$ cat src/rtl/ram_read_ctrl_pkg.sv
// Shared defaults for the RAM read-side controller and the RAM instance it drives.
package ram_read_ctrl_pkg;

  localparam int DEF_ADDR_WIDTH = 6;
  localparam int DEF_DATA_WIDTH = 64;
  localparam int DEF_FIFO_DEPTH = 2;

  // Width of an occupancy count able to hold 0..depth inclusive.
  function automatic int cnt_width(input int depth);
    return $clog2(depth) + 1;
  endfunction

endpackage

$ cat src/rtl/rd_resp_fifo.sv
// Small in-order response buffer: register storage, async-reset pointers and count.
module rd_resp_fifo
  import ram_read_ctrl_pkg::*;
#(
  parameter int DATA_WIDTH = DEF_DATA_WIDTH,
  parameter int FIFO_DEPTH = DEF_FIFO_DEPTH,
  localparam int PTR_W = $clog2(FIFO_DEPTH),
  localparam int CNT_W = cnt_width(FIFO_DEPTH)
) (
  input  logic                  clk,
  input  logic                  rst_n,
  input  logic                  push,
  input  logic [DATA_WIDTH-1:0] push_data,
  input  logic                  pop,
  output logic [DATA_WIDTH-1:0] head_data,
  output logic [CNT_W-1:0]      count
);

  logic [DATA_WIDTH-1:0] mem [FIFO_DEPTH];
  logic [PTR_W-1:0]      wr_ptr;
  logic [PTR_W-1:0]      rd_ptr;

  // Data storage: written on push, never reset.
  // NOTE: storage is not reset; validity comes from count, so resetting it buys nothing.
  always_ff @(posedge clk) begin
    if (push) mem[wr_ptr] <= push_data;
  end

  // Pointer and occupancy bookkeeping; pointers wrap naturally since depth is a power of two.
  // NOTE: state updates use <= so every register sees the pre-edge values of the others.
  always_ff @(posedge clk or negedge rst_n) begin
    if (!rst_n) begin
      wr_ptr <= '0;
      rd_ptr <= '0;
      count  <= '0;
    end else begin
      if (push) wr_ptr <= wr_ptr + 1'b1;
      if (pop)  rd_ptr <= rd_ptr + 1'b1;
      count <= count + CNT_W'(push) - CNT_W'(pop);
    end
  end

  assign head_data = mem[rd_ptr];

  // The credit rule upstream must make an unmatched push into a full buffer impossible.
  a_no_overflow: assert property (@(posedge clk) disable iff (!rst_n)
    !(push && !pop && count == CNT_W'(FIFO_DEPTH)));

endmodule

$ cat src/rtl/ram_read_ctrl.sv
// Read-side initiator: issues handshaked reads, tracks the in-flight read, optionally
// forwards a same-cycle write, and buffers responses so backpressure never drops data.
module ram_read_ctrl
  import ram_read_ctrl_pkg::*;
#(
  parameter int ADDR_WIDTH = DEF_ADDR_WIDTH,
  parameter int DATA_WIDTH = DEF_DATA_WIDTH,
  parameter int FIFO_DEPTH = DEF_FIFO_DEPTH,
  parameter int FWD_EN     = 1
) (
  input  logic                  clk,
  input  logic                  rst_n,
  input  logic                  req_valid,
  output logic                  req_ready,
  input  logic [ADDR_WIDTH-1:0] req_addr,
  output logic                  resp_valid,
  input  logic                  resp_ready,
  output logic [DATA_WIDTH-1:0] resp_data,
  output logic [ADDR_WIDTH-1:0] ram_read_addr,
  input  logic [DATA_WIDTH-1:0] ram_read_data,
  input  logic                  snoop_wr_en,
  input  logic [ADDR_WIDTH-1:0] snoop_wr_addr,
  input  logic [DATA_WIDTH-1:0] snoop_wr_data,
  output logic                  busy
);

  localparam int CNT_W = cnt_width(FIFO_DEPTH);
  localparam int OCC_W = CNT_W + 1;

  logic                  inflight_q;
  logic                  fwd_hit_q;
  logic [DATA_WIDTH-1:0] fwd_data_q;
  logic                  issue;
  logic                  pop;
  logic [DATA_WIDTH-1:0] push_data;
  logic [DATA_WIDTH-1:0] head_data;
  logic [CNT_W-1:0]      count;
  logic [OCC_W-1:0]      occupancy;

  // The RAM reads every cycle; only handshaked reads are tracked.
  assign ram_read_addr = req_addr;
  assign issue         = req_valid && req_ready;
  assign resp_valid    = (count != '0);
  assign pop           = resp_valid && resp_ready;
  assign busy          = inflight_q || resp_valid;
  assign resp_data     = resp_valid ? head_data : '0;
  assign push_data     = fwd_hit_q ? fwd_data_q : ram_read_data;

  // Credit: buffered + in-flight - leaving this cycle must leave room for one more read.
  always_comb begin
    // NOTE: defaults first so every path assigns every output and no latch is inferred.
    req_ready = 1'b0;
    occupancy = OCC_W'(count) + OCC_W'(inflight_q) - OCC_W'(pop);
    if (occupancy < OCC_W'(FIFO_DEPTH)) req_ready = 1'b1;
  end

  // In-flight flag and forward-hit flag for the read issued last cycle.
  always_ff @(posedge clk or negedge rst_n) begin
    if (!rst_n) begin
      inflight_q <= 1'b0;
      fwd_hit_q  <= 1'b0;
    end else begin
      inflight_q <= issue;
      fwd_hit_q  <= (FWD_EN != 0) && issue && snoop_wr_en && (snoop_wr_addr == req_addr);
    end
  end

  // Captured write data; only consulted when fwd_hit_q is set, so it needs no reset.
  always_ff @(posedge clk) begin
    if (issue) fwd_data_q <= snoop_wr_data;
  end

  rd_resp_fifo #(
    .DATA_WIDTH (DATA_WIDTH),
    .FIFO_DEPTH (FIFO_DEPTH)
  ) u_fifo (
    .clk       (clk),
    .rst_n     (rst_n),
    .push      (inflight_q),
    .push_data (push_data),
    .pop       (pop),
    .head_data (head_data),
    .count     (count)
  );

endmodule

$ cat config.mk
export PLATFORM = sky130hd
export DESIGN_NAME = ram_read_ctrl
export DESIGN_NICKNAME = d
export VERILOG_FILES = /design/src/rtl/ram_read_ctrl_pkg.sv /design/src/rtl/rd_resp_fifo.sv /design/src/rtl/ram_read_ctrl.sv
export SDC_FILE = /design/constraint.sdc
export NUM_CORES = 1
export LEC_CHECK = 0
export CAP_MARGIN = 20
export CORE_ASPECT_RATIO = 0.9
export CORE_MARGIN = 2
export CORE_UTILIZATION = 30
export CTS_CLUSTER_SIZE = 24
export DETAILED_ROUTE_END_ITERATION = 7
export HOLD_SLACK_MARGIN = 0.15
export PLACE_DENSITY_LB_ADDON = 0.15
export SETUP_SLACK_MARGIN = 0.3
export SYNTH_ARGS = -nofsm -noshare
export SYNTH_HDL_FRONTEND = slang
export SYNTH_SLANG_ARGS = --single-unit
export TNS_END_PERCENT = 10
$ cat constraint.sdc
create_clock -name clk -period 13 [get_ports clk]
set_clock_uncertainty 0.05 [all_clocks]
set_input_delay 2.6 -clock clk [delete_from_list [all_inputs] [get_ports clk]]
set_output_delay 2.6 -clock clk [all_outputs]
set_load 0.005 [all_outputs]
Word-level counts from Yosys, hierarchy flattened --
Memory sizes are Yosys's and may differ from the RTL's. Cells that the tools add are included.
Operators by class: $add $sub $neg 6, reductions and logical operators 6, muxes and demuxes 5, equal/unequal tests 1, $lt $le $gt $ge 1
Operators by type and width (number):
- $mux 64 | 2
- $eq 6x6->1 | 1
- $logic_and 1x1->1 | 4
- $add 2x1->3 | 1
- $lt 3x2->1 const B | 1
- $mux 1 | 3
- $sub 3x1->3 | 1
- $add 1x1->1 const B | 2
- $add 2x1->2 | 1
- $reduce_bool 2->1 | 1
- $sub 2x1->2 | 1
- $logic_or 1x1->1 | 1
Storage, ports and cells: output and inout port bits 73, memories 1, input port bits 145, register bits 70, logic and storage cells 26, bits in writable memories 128
Memory list:
- u_fifo.mem | words 2, width 64, read ports 1, clocked after Yosys merged registers in 0, wr ports 1, line rd_resp_fifo.sv:19 | logic [DATA_WIDTH-1:0] mem [FIFO_DEPTH];

Logic depth before layout (Yosys ltp) --
depth in word-level cells 8, gate-level depth with buffers 10

Hierarchy --
Synthesis repeated with hierarchy kept, for this count alone.
Second synthesis, totals: cell total of the unflattened synthesis 447, area, all modules 8445.6 µm²
By module, submodules not included:
- rd_resp_fifo | area an instance 5011.1 µm², cells an instance 212, times used 1
- ram_read_ctrl | area an instance 3434.5 µm², cells an instance 235, times used 1

Worst setup path after synthesis --
No wires, ideal clock.
kind input to register, from in resp_ready, to reg fwd_data_q[0], enable pin, path slack 5.903 ns, arrival time 6.559 ns, stages 7, path through and2_1 -> ha_1 -> inv_1 -> ha_1 -> fa_1 -> nand2b_4 -> nor2_1
On the way: cells in the longest elaborated chain, start to end 5
RTL lines:
- from (decl) | line ram_read_ctrl.sv:17 | input logic resp_ready,
- $logic_and 1x1->1 | line ram_read_ctrl.sv:44 | assign pop = resp_valid && resp_ready;
- $sub 3x1->3 | line ram_read_ctrl.sv:53 | occupancy = OCC_W'(count) + OCC_W'(inflight_q) - OCC_W'(pop);
- named net occupancy[1] | line ram_read_ctrl.sv:38 | logic [OCC_W-1:0] occupancy;
- $lt 3x2->1 | line ram_read_ctrl.sv:54 | if (occupancy < OCC_W'(FIFO_DEPTH)) req_ready = 1'b1;
- $mux 1 | line ram_read_ctrl.sv:54
- $logic_and 1x1->1 | line ram_read_ctrl.sv:42 | assign issue = req_valid && req_ready;
- named net issue | line ram_read_ctrl.sv:33 | logic issue;
- to (signal assigned) | line ram_read_ctrl.sv:70 | if (issue) fwd_data_q <= snoop_wr_data;
- to (decl) | line ram_read_ctrl.sv:32 | logic [DATA_WIDTH-1:0] fwd_data_q;
The timed path passes the listed nets, and every way through them passes these cells. A chain may end at the register's enable or synchronous reset.

Worst setup path after layout --
from in resp_ready, to out req_ready
On the way: cells in the longest elaborated chain, start to end 4
RTL lines:
- $logic_and 1x1->1 | line ram_read_ctrl.sv:44
- named net pop | line ram_read_ctrl.sv:34 | logic pop;
- $sub 3x1->3 | line ram_read_ctrl.sv:53
- $lt 3x2->1 | line ram_read_ctrl.sv:54
- $mux 1 | line ram_read_ctrl.sv:54
- to (decl) | line ram_read_ctrl.sv:14 | output logic req_ready,
The timed path passes the listed nets, and every way through them passes these cells.

==> results.yml <==
status:
  status: "finished clean"
timing:
  rsz0062_at_grt: "false"
  final_hold_viol_count: 0
  max-slew-margin-rel: 0.3068
  max_slew.worst_pin.slew_ns: 1.037
  worst_slack_ns: 5.406
  post-route-min-period_ns: 7.594
  fin_crit_sh: 0.5842
  max_clock_freq_mhz: 131.7
  slew_viol_final: 0
  finalSetupViolCount: 0
  fin_tns_setup_ns: 0
cts:
  cts.sink_count: 198
  postCtsSetupRepairBufs: 0
  cts_made_buffers: 17
  cts.reportedPaths.clkPinSlew_ns: 0.08
  clk-insertion-delay-late_ns: 0.42
  cts_buffer_depth: 2
  cts_resized: 0
  cts_root_buf: "sky130_fd_sc_hd__clkbuf_16"
  h-tree-depth: 4
  tritoncts: "done"
  hold_buffers: 0
pwr:
  static-leakage-power_nw: 3.823
  p_per_area_mw_per_mm2: 187.1
  worst_ir_drop_vdd_mv: 0.07451
yosys:
  syn_area_per_cell_sq_um: 17.78
  netlist.area_leader.share: 0.7288
  sequential_area_share_after_synthesis: 0.7477
  synth_cell_types: 19
  synth_top_area_cell: "sky130_fd_sc_hd__edfxtp_1"
  synth_area_sq_mm: 0.007911
  synth.top_cells.by_area: "sky130_fd_sc_hd__edfxtp_1 73%, sky130_fd_sc_hd__mux2_2 9.1%, sky130_fd_sc_hd__mux2i_1 8.1%"
  ys.warnings.count: 0
  synth.net_count: 593
  syn-instance-count: 445
  synth.ff_latch_count: 198
global_route:
  grt_pass1_wl_um: 25810
  grt_pass1_vias: 4817
  grt_antenna_before_repair: 1
  grt_util_all_layers: 0.1238
  overflow: 0
  grt_max_degree: 65
detailed_routing:
  drt_via_density: 4.293
  drt_pass1_iterations: 4
  ant_nets: 0
  routed-via-count: 4375
  detail_route.drc_violations: 0
  routedWlPerCell_um: 16.64
  initialDrtViolationCount: 192
  route.final.wire_length_um: 16960
critical_path:
  critical_path.endpoint_type: "output pin"
  critical_path_peak_fanout: 3
  cp_data_required_time_ns: 10.35
  crit_arrival_ns: 4.94
  r2r.worst_path.cells: 10
  worst_setup_path_start_kind: "primary input"
  timing.setup.critical_path_class: "primary input to output pin"
floorplanning:
  core-area_sq_mm: 0.02599
  floorplan.initialDensity: 0.3043
  io_pins: 218
  die-height_um: 158.1
  dieWidth_um: 175.2
  die_area_sq_mm: 0.02769
  core.rowCount: 56
job:
  drv_cap: 0
layout:
  n_antenna_cell: 0
  layout-drive-gt1-share: 0.1595
  num-nets-final: 806
  mostFrequentLayoutCell: "sky130_fd_sc_hd__clkdlybuf4s50_1"
  mostFrequentLayoutCells: "217 x sky130_fd_sc_hd__clkdlybuf4s50_1, 192 x sky130_fd_sc_hd__edfxtp_1, 65 x sky130_fd_sc_hd__nor2_1"
  areaGrowthSynthToFinish_pct: 38.84
  post_route_non_filler_standard_cell_count: 1019
place:
  place.gp.congestion: 0.7185
  dpl.hpwl_um: 11070
  io_buffers: 217
  dp_worst_setup_slack_ns: 5.377
  placed_cells: 987
min_path:
  hold_path_class: "register to register"
  min_delay_path_depth: 1
path summary, 6_finish.rpt:
path	from	end	slack (ns)
setup / recovery	resp_ready	req_ready	5.41
hold / removal	u_fifo.wr_ptr	u_fifo.wr_ptr	0.49
setup reg to reg	u_fifo.count[1]	fwd_data_q[3]	9.23
hold reg to reg	u_fifo.wr_ptr	u_fifo.wr_ptr	0.49
max in group asynchronous	rst_n	u_fifo.rd_ptr	10.24
min in group asynchronous	rst_n	u_fifo.count[1]	2.38
power by group:
part | switching (mW) | internal (mW) | total (mW)
clock | 0.259 | 0.259 | 0.518
sequential | 0.0559 | 0.852 | 0.908
combinational | 0.294 | 0.335 | 0.628
total | 0.609 | 1.45 | 2.05
critical path, stage by stage:
cell	delay [ns]
sky130_fd_sc_hd__clkdlybuf4s50_1	0.40
sky130_fd_sc_hd__and2_1	0.16
sky130_fd_sc_hd__ha_1	0.28
sky130_fd_sc_hd__inv_1	0.04
sky130_fd_sc_hd__ha_1	0.19
sky130_fd_sc_hd__fa_1	0.38
sky130_fd_sc_hd__xnor2_1	0.36
sky130_fd_sc_hd__nor2_1	0.08
sky130_fd_sc_hd__clkdlybuf4s50_1	0.46
layout make-up:
type	instances	area, sq um
Clock buffer	18	429.2
Clock inverter	14	153.9
Fill cell	2346	15010
Inverter	5	18.77
Multi-Input combinational cell	215	1822
Sequential cell	198	5923
Tap cell	348	435.4
Timing Repair Buffer	221	2202
registers in the layout (all words and copies together), names as in the netlist:
signal and cells:
fwd_data_q 64, fwd_hit_q 1, inflight_q 1, u_fifo.count 2
u_fifo.mem 128, u_fifo.rd_ptr 1, u_fifo.wr_ptr 1
cells in the mapped netlist:
| library cell | number |
|---|---|
| sky130_fd_sc_hd__mux2_2 | 64 |
| sky130_fd_sc_hd__ha_1 | 2 |
| sky130_fd_sc_hd__and2_1 | 2 |
| sky130_fd_sc_hd__fa_1 | 1 |
| sky130_fd_sc_hd__and4_1 | 1 |
| sky130_fd_sc_hd__nor3_1 | 1 |
| sky130_fd_sc_hd__nor4_1 | 1 |
| sky130_fd_sc_hd__nand2b_4 | 1 |
| sky130_fd_sc_hd__inv_1 | 5 |
| sky130_fd_sc_hd__or3_2 | 1 |
| sky130_fd_sc_hd__mux2i_1 | 64 |
| sky130_fd_sc_hd__buf_4 | 18 |
| sky130_fd_sc_hd__dfrtp_1 | 6 |
| sky130_fd_sc_hd__nor2_1 | 67 |
| sky130_fd_sc_hd__buf_2 | 9 |
| sky130_fd_sc_hd__xnor2_1 | 2 |
| sky130_fd_sc_hd__nor2b_1 | 1 |
| sky130_fd_sc_hd__edfxtp_1 | 192 |
| sky130_fd_sc_hd__xor2_1 | 7 |
per-stage QoR:
step                total power, mW  hold slack (ns)  cell area, sq um  utilization
floorplan                     1.207           0.4031              7911            -
global placement              1.558           0.4790             10400       0.4001
detailed placement            1.573           0.4883             10400       0.4001
CTS                           2.104           0.5005             10980       0.4226
global route                  2.175           0.5271             10980       0.4226
finish                        2.055           0.4945             10980       0.4226
logic make-up after synthesis:
group	synth area share
flops	0.7477
mux	0.1721
simple gates	0.03938
buf+inv	0.02515
xor+xnor	0.009964
fa+ha+maj	0.005693
layer usage:
metal  routed length [um]  track usage  part of all wire
met1                 7230       0.1452              0.43
met4                  102      0.03095            0.0060
met5                   13            0           0.00077
met2                 8623       0.2205              0.51
met3                  986      0.03915             0.058
Note: power is estimated with default switching activity, not from simulation.
